==> src/rtl/seq_divider_if.sv <==
// seq_divider_if
//   Operand/result bundle for the sequential divider.
//   master : requester side (drives start and operands, observes results)
//   slave  : divider side (observes start and operands, drives results)
//   Signals:
//     start        request pulse/level, sampled by the divider only when idle
//     dividend     unsigned dividend (DIVIDEND_W bits)
//     divisor      unsigned divisor (DIVISOR_W bits)
//     busy         high while quotient bits are being resolved
//     done         one-cycle pulse, result valid
//     quotient     registered quotient (DIVIDEND_W bits)
//     remainder    registered remainder (DIVISOR_W bits)
//     div_by_zero  flags a result produced for a zero divisor
interface seq_divider_if #(
    parameter int DIVIDEND_W = 8,
    parameter int DIVISOR_W  = 4
) ();
    logic                  start;
    logic [DIVIDEND_W-1:0] dividend;
    logic [DIVISOR_W-1:0]  divisor;
    logic                  busy;
    logic                  done;
    logic [DIVIDEND_W-1:0] quotient;
    logic [DIVISOR_W-1:0]  remainder;
    logic                  div_by_zero;

    modport master (
        output start, dividend, divisor,
        input  busy, done, quotient, remainder, div_by_zero
    );

    modport slave (
        input  start, dividend, divisor,
        output busy, done, quotient, remainder, div_by_zero
    );
endinterface

==> src/rtl/seq_divider.sv <==
// seq_divider
//   Sequential restoring divider: one quotient bit per clock. Operands are
//   captured when start is seen in IDLE; after DIVIDEND_W iterations the
//   quotient and remainder are registered and done pulses for one cycle.
//   A zero divisor skips the iterations and returns all-ones / zero with
//   div_by_zero set.
//   Ports:
//     clk  rising-edge clock
//     rst  synchronous, active-high reset (wins over everything)
//     bus  seq_divider_if.slave: start/dividend/divisor in,
//          busy/done/quotient/remainder/div_by_zero out (all registered)
module seq_divider #(
    parameter int DIVIDEND_W = 8,
    parameter int DIVISOR_W  = 4
) (
    input  logic         clk,
    input  logic         rst,
    seq_divider_if.slave bus
);
    localparam int CNT_W = $clog2(DIVIDEND_W + 1);

    typedef enum logic [1:0] {
        IDLE = 2'd0,
        RUN  = 2'd1,
        DONE = 2'd2
    } state_t;

    state_t                state_r;
    // Dividend bits shift out of the MSB while quotient bits shift into the
    // LSB, so a single register serves both.
    logic [DIVIDEND_W-1:0] dq_r;
    logic [DIVISOR_W-1:0]  dvs_r;
    logic [DIVISOR_W:0]    prem_r;
    logic [CNT_W-1:0]      count_r;
    logic                  busy_r;
    logic                  done_r;
    logic                  dbz_r;
    logic [DIVIDEND_W-1:0] quotient_r;
    logic [DIVISOR_W-1:0]  remainder_r;

    logic [DIVISOR_W+1:0]  shifted_s;
    logic [DIVISOR_W:0]    trial_s;
    logic                  fits_s;
    logic [DIVISOR_W:0]    prem_next_s;
    logic [DIVIDEND_W-1:0] dq_next_s;
    logic                  last_s;

    // One restoring-division step on the current working registers.
    always_comb begin
        shifted_s = {prem_r, dq_r[DIVIDEND_W-1]};
        fits_s    = (shifted_s >= {2'b00, dvs_r});
        // Only used when fits_s holds; the difference is then below the
        // divisor, so the low DIVISOR_W+1 bits carry the whole result.
        trial_s   = shifted_s[DIVISOR_W:0] - {1'b0, dvs_r};
        if (fits_s) begin
            prem_next_s = trial_s;
            dq_next_s   = {dq_r[DIVIDEND_W-2:0], 1'b1};
        end else begin
            prem_next_s = shifted_s[DIVISOR_W:0];
            dq_next_s   = {dq_r[DIVIDEND_W-2:0], 1'b0};
        end
        last_s = (count_r == CNT_W'(DIVIDEND_W - 1));
    end

    // Control FSM, working registers and registered outputs.
    always_ff @(posedge clk) begin
        if (rst) begin
            state_r     <= IDLE;
            dq_r        <= {DIVIDEND_W{1'b0}};
            dvs_r       <= {DIVISOR_W{1'b0}};
            prem_r      <= {(DIVISOR_W + 1){1'b0}};
            count_r     <= {CNT_W{1'b0}};
            busy_r      <= 1'b0;
            done_r      <= 1'b0;
            dbz_r       <= 1'b0;
            quotient_r  <= {DIVIDEND_W{1'b0}};
            remainder_r <= {DIVISOR_W{1'b0}};
        end else begin
            case (state_r)
                IDLE: begin
                    done_r <= 1'b0;
                    if (bus.start) begin
                        if (bus.divisor != {DIVISOR_W{1'b0}}) begin
                            dq_r    <= bus.dividend;
                            dvs_r   <= bus.divisor;
                            prem_r  <= {(DIVISOR_W + 1){1'b0}};
                            count_r <= {CNT_W{1'b0}};
                            dbz_r   <= 1'b0;
                            busy_r  <= 1'b1;
                            state_r <= RUN;
                        end else begin
                            // Zero divisor: report immediately, no iterations.
                            quotient_r  <= {DIVIDEND_W{1'b1}};
                            remainder_r <= {DIVISOR_W{1'b0}};
                            dbz_r       <= 1'b1;
                            done_r      <= 1'b1;
                            state_r     <= DONE;
                        end
                    end
                end
                RUN: begin
                    prem_r  <= prem_next_s;
                    dq_r    <= dq_next_s;
                    count_r <= count_r + CNT_W'(1);
                    if (last_s) begin
                        quotient_r  <= dq_next_s;
                        remainder_r <= prem_next_s[DIVISOR_W-1:0];
                        busy_r      <= 1'b0;
                        done_r      <= 1'b1;
                        state_r     <= DONE;
                    end
                end
                DONE: begin
                    done_r  <= 1'b0;
                    state_r <= IDLE;
                end
                default: begin
                    busy_r  <= 1'b0;
                    done_r  <= 1'b0;
                    state_r <= IDLE;
                end
            endcase
        end
    end

    assign bus.busy        = busy_r;
    assign bus.done        = done_r;
    assign bus.quotient    = quotient_r;
    assign bus.remainder   = remainder_r;
    assign bus.div_by_zero = dbz_r;
endmodule

==> src/flat_wrapper.sv <==
// flat-port wrapper written by rule: the top's interface ports become plain ports
module seq_divider_flat 
#(
    parameter int DIVIDEND_W = 8,
    parameter int DIVISOR_W  = 4
)
  (clk, rst, bus_start, bus_dividend, bus_divisor, bus_busy, bus_done, bus_quotient, bus_remainder, bus_div_by_zero);
  seq_divider_if #(.DIVIDEND_W(DIVIDEND_W), .DIVISOR_W(DIVISOR_W)) bus_i ();
  input  logic clk;
  input  logic rst;
  input wire logic [$bits(bus_i.start)-1:0] bus_start;
  input wire logic [$bits(bus_i.dividend)-1:0] bus_dividend;
  input wire logic [$bits(bus_i.divisor)-1:0] bus_divisor;
  output wire logic [$bits(bus_i.busy)-1:0] bus_busy;
  output wire logic [$bits(bus_i.done)-1:0] bus_done;
  output wire logic [$bits(bus_i.quotient)-1:0] bus_quotient;
  output wire logic [$bits(bus_i.remainder)-1:0] bus_remainder;
  output wire logic [$bits(bus_i.div_by_zero)-1:0] bus_div_by_zero;
  assign bus_i.start = bus_start;
  assign bus_i.dividend = bus_dividend;
  assign bus_i.divisor = bus_divisor;
  assign bus_busy = bus_i.busy;
  assign bus_done = bus_i.done;
  assign bus_quotient = bus_i.quotient;
  assign bus_remainder = bus_i.remainder;
  assign bus_div_by_zero = bus_i.div_by_zero;
  seq_divider #(.DIVIDEND_W(DIVIDEND_W), .DIVISOR_W(DIVISOR_W)) u_core (.clk(clk), .rst(rst), .bus(bus_i));
endmodule
==> config.mk <==
export PLATFORM = sky130hd
export DESIGN_NAME = seq_divider_flat
export DESIGN_NICKNAME = d
export VERILOG_FILES = /design/src/rtl/seq_divider_if.sv /design/src/rtl/seq_divider.sv /design/src/flat_wrapper.sv
export SDC_FILE = /design/constraint.sdc
export NUM_CORES = 1
export LEC_CHECK = 0
export ABC_AREA = 1
export CORE_MARGIN = 4
export CORE_UTILIZATION = 56
export CTS_CLUSTER_SIZE = 8
export DETAILED_ROUTE_END_ITERATION = 10
export HOLD_SLACK_MARGIN = 0.15
export PLACE_DENSITY = 0.8
export REMOVE_ABC_BUFFERS = 1
export SLEW_MARGIN = 20
export SYNTH_ARGS = -nofsm -noshare
export SYNTH_HDL_FRONTEND = slang
export SYNTH_SLANG_ARGS = --single-unit
==> constraint.sdc <==
create_clock -name clk -period 4.2 [get_ports clk]
set_clock_uncertainty 0.05 [all_clocks]
set_input_delay 1.05 -clock clk [delete_from_list [all_inputs] [get_ports clk]]
set_output_delay 1.05 -clock clk [all_outputs]
set_load 0.03 [all_outputs]
==> flow_summary.json <==
{
  "status": "finished clean",
  "min_period_ns": 2.47,
  "critPathArrivalTime_ns": 1.37,
  "clockBufferDepth": 2,
  "crit_required_ns": 3.10,
  "first_global_vias": 1420,
  "drc": 0,
  "wl_um": 3540,
  "power.total_mw": 0.966,
  "crit_buf_inv": 1,
  "nets": 275,
  "crit_path_end_kind": "output port",
  "coreArea_mm2": 0.00305,
  "ant_nets": 0,
  "hpwl_um": 2500,
  "period_share_pct": 58.8,
  "clock_sinks": 38,
  "synth-simple-area-share_pct": 21.6,
  "synth_top_area_cell": "dfxtp_1",
  "finalSetupTns_ns": 0,
  "die_y_um": 64.3,
  "cts_tree": "yes",
  "clkTransAtPathRegs_ns": 0.12,
  "leakagePower_nw": 0.952,
  "start_util_pct": 58.1,
  "die_w_um": 64.3,
  "synth_compound_area_share_pct": 20.9,
  "slew_violations": 0,
  "cts_buffers": 5,
  "cp_max_fo": 2,
  "grt_overflow_total": 0,
  "synth_warnings": 0,
  "dr.pass1.iters": 4,
  "path_cells": "clkdlybuf4s50_1",
  "synth_top_area_share_pct": 42.9,
  "antenna-diode-count": 0,
  "slowest_stage": "clkdlybuf4s50_1",
  "grt_max_degree": 31,
  "fillers": 258,
  "yosysUniqueCellTypes": 35,
  "cpLargestDelayFamily": "buffers and inverters",
  "clock_latency_ns": 0.35,
  "postCtsHoldBufs": 0,
  "dieArea_mm2": 0.00413,
  "tightest_slew_ns": 0.805,
  "routed_via_density": 5.22,
  "ys_async_sr_fraction_pct": 0,
  "syn_avg_cell_area_um2": 7.81,
  "wire_per_inst_um": 11.8,
  "min_path_type": "reg2reg",
  "rows": 20,
  "cts_resized": 0,
  "ys_ff_latch": 38,
  "synthMuxAreaShare_pct": 0,
  "synth_ff_type": "dfxtp_1",
  "power_per_cell_area_mw_per_mm2": 450,
  "hold_violations": 0,
  "synthAdderAreaFrac_pct": 4.66,
  "critPathLaunchType": "flop",
  "antenna_found_initial": 0,
  "rsz0062_at_grt": "no",
  "cts_root_buffer": "clkbuf_4",
  "vias": 1562,
  "syn_to_final_growth_pct": 21.0,
  "maxCapViolations": 0,
  "cts_setup_buffers": 0,
  "netlist_area_mm2": 0.00177,
  "max_freq_ghz": 0.405,
  "layout-drive-gt1-share_pct": 11.0,
  "setup_viol": 0,
  "synth_edf_count": 0,
  "ir_drop_mv": 0.290,
  "relSlewSlack_pct": 46.3,
  "drtIter0Drc": 88,
  "synthTopCellsByArea": "dfxtp_1 43%, a21oi_1 7.1%, nand2_1 6.1%, inv_1 4.4%, o21ai_1 4.0%",
  "yosysSeqAreaShare_pct": 42.9,
  "io_pins": 30,
  "synth_top_family_by_area": "simple AND/OR/NAND/NOR gates",
  "synth_top_cells_by_count": "38 x dfxtp_1, 29 x nand2_1, 25 x a21oi_1, 21 x inv_1, 18 x nor2_1",
  "htreeDepth": 2,
  "gp_congestion": 0.811,
  "synth_xor_area_share_pct": 0.988,
  "synth.most_common_cell": "dfxtp_1",
  "grt_pass1_wl_um": 6190,
  "io_buffer_count": 29,
  "slowest_delay_ns": 0.68,
  "critPathKind": "reg2out",
  "synthCells": 227,
  "grt_usage_pct": 18.9
}
==> worst reg2reg max path: stages, from the launching register on <==
cell and delay [ns]:
dfxtp_1 0.38, inv_1 0.06, ha_1 0.21, fa_1 0.40
inv_1 0.07, nand2_1 0.04, nand2_1 0.07, nand2_2 0.13
a21oi_4 0.31, nand2_2 0.09, nand3_1 0.08, nand2_1 0.07
inv_1 0.08
==> metal layers <==
layer	vias up	track usage [%]	part of all wire, %
met1	707	23.8	47
met3	6	6.33	4.4
met2	38	29.6	47
met5	-	0	0
met4	0	7.39	1.6
li1	811	-	-
==> stage by stage <==
stage               util, %  hold WS, ns  instances  setup WS, ns  area [µm²]
finish                 70.2        0.423        299          1.73        2140
CTS                    70.2        0.428        299          1.71        2140
detailed placement     67.7        0.412        291          1.42        2070
floorplan                 -        0.384        218          2.20        1720
global route           70.2        0.451        299          1.65        2140
global placement       67.7        0.408        291          1.45        2070
==> cells in the final DEF (no fill, tap or decap), drive strengths merged, types with 4 or more instances in the layout <==
master / instances
clkbuf: 5
clkdlybuf4s50: 29
ha: 5
nand2: 36
nor2: 21
a21oi: 26
o21ai: 25
nand3: 12
o21a: 4
inv: 28
nand4: 4
o21bai: 7
dfxtp: 38
==> area by class of cell <==
| type | instances | area (µm²) | share of cell area, % |
|---|---|---|---|
| flip-flops and latches | 38 | 761 | 35.5 |
| multi-input cells | 152 | 853 | 39.8 |
| well taps | 44 | 55.1 | 2.57 |
| inverters | 28 | 108 | 5.02 |
| clock buffers | 5 | 37.5 | 1.75 |
| clock inverters | 3 | 40.0 | 1.87 |
| repair buffers | 29 | 290 | 13.5 |
==> sequential cells by signal (all words and copies together) (netlist names) <==
name                    flops
u_core.prem_r               5
u_core.bus.div_by_zero      1
u_core.dvs_r                4
u_core.bus.quotient         8
u_core.state_r              2
u_core.bus.done             1
u_core.bus.busy             1
u_core.bus.remainder        4
u_core.dq_r                 8
u_core.count_r              4
==> worst paths after layout <==
path	startpoint	slack (ns)	to	depth (start not counted)
worst max register to register	u_core.dq_r[7]	2.13	u_core.prem_r[2]	12
worst max-delay path	u_core.bus.remainder[3]	1.73	bus_remainder[3]	1
worst min register to register	u_core.dvs_r[3]	0.42	u_core.dvs_r[3]	2
worst min-delay path	u_core.dvs_r[3]	0.42	u_core.dvs_r[3]	2
==> where the power goes <==
part	total (mW)	switching (mW)	leakage [nW]	internal, mW
Clock	0.246	0.123	0.0450	0.123
Combinational	0.296	0.182	0.594	0.114
Sequential	0.424	0.0231	0.312	0.401
==> cell families after synthesis <==
kind of cell,after synthesis
adder cells (fa/ha/maj),6
buffers and inverters,37
AO/OA/AOI/OAI,65
XOR/XNOR,2
AND/OR/NAND/NOR,79
flip-flops,38
No activity file was read; power rests on OpenSTA's default activity.
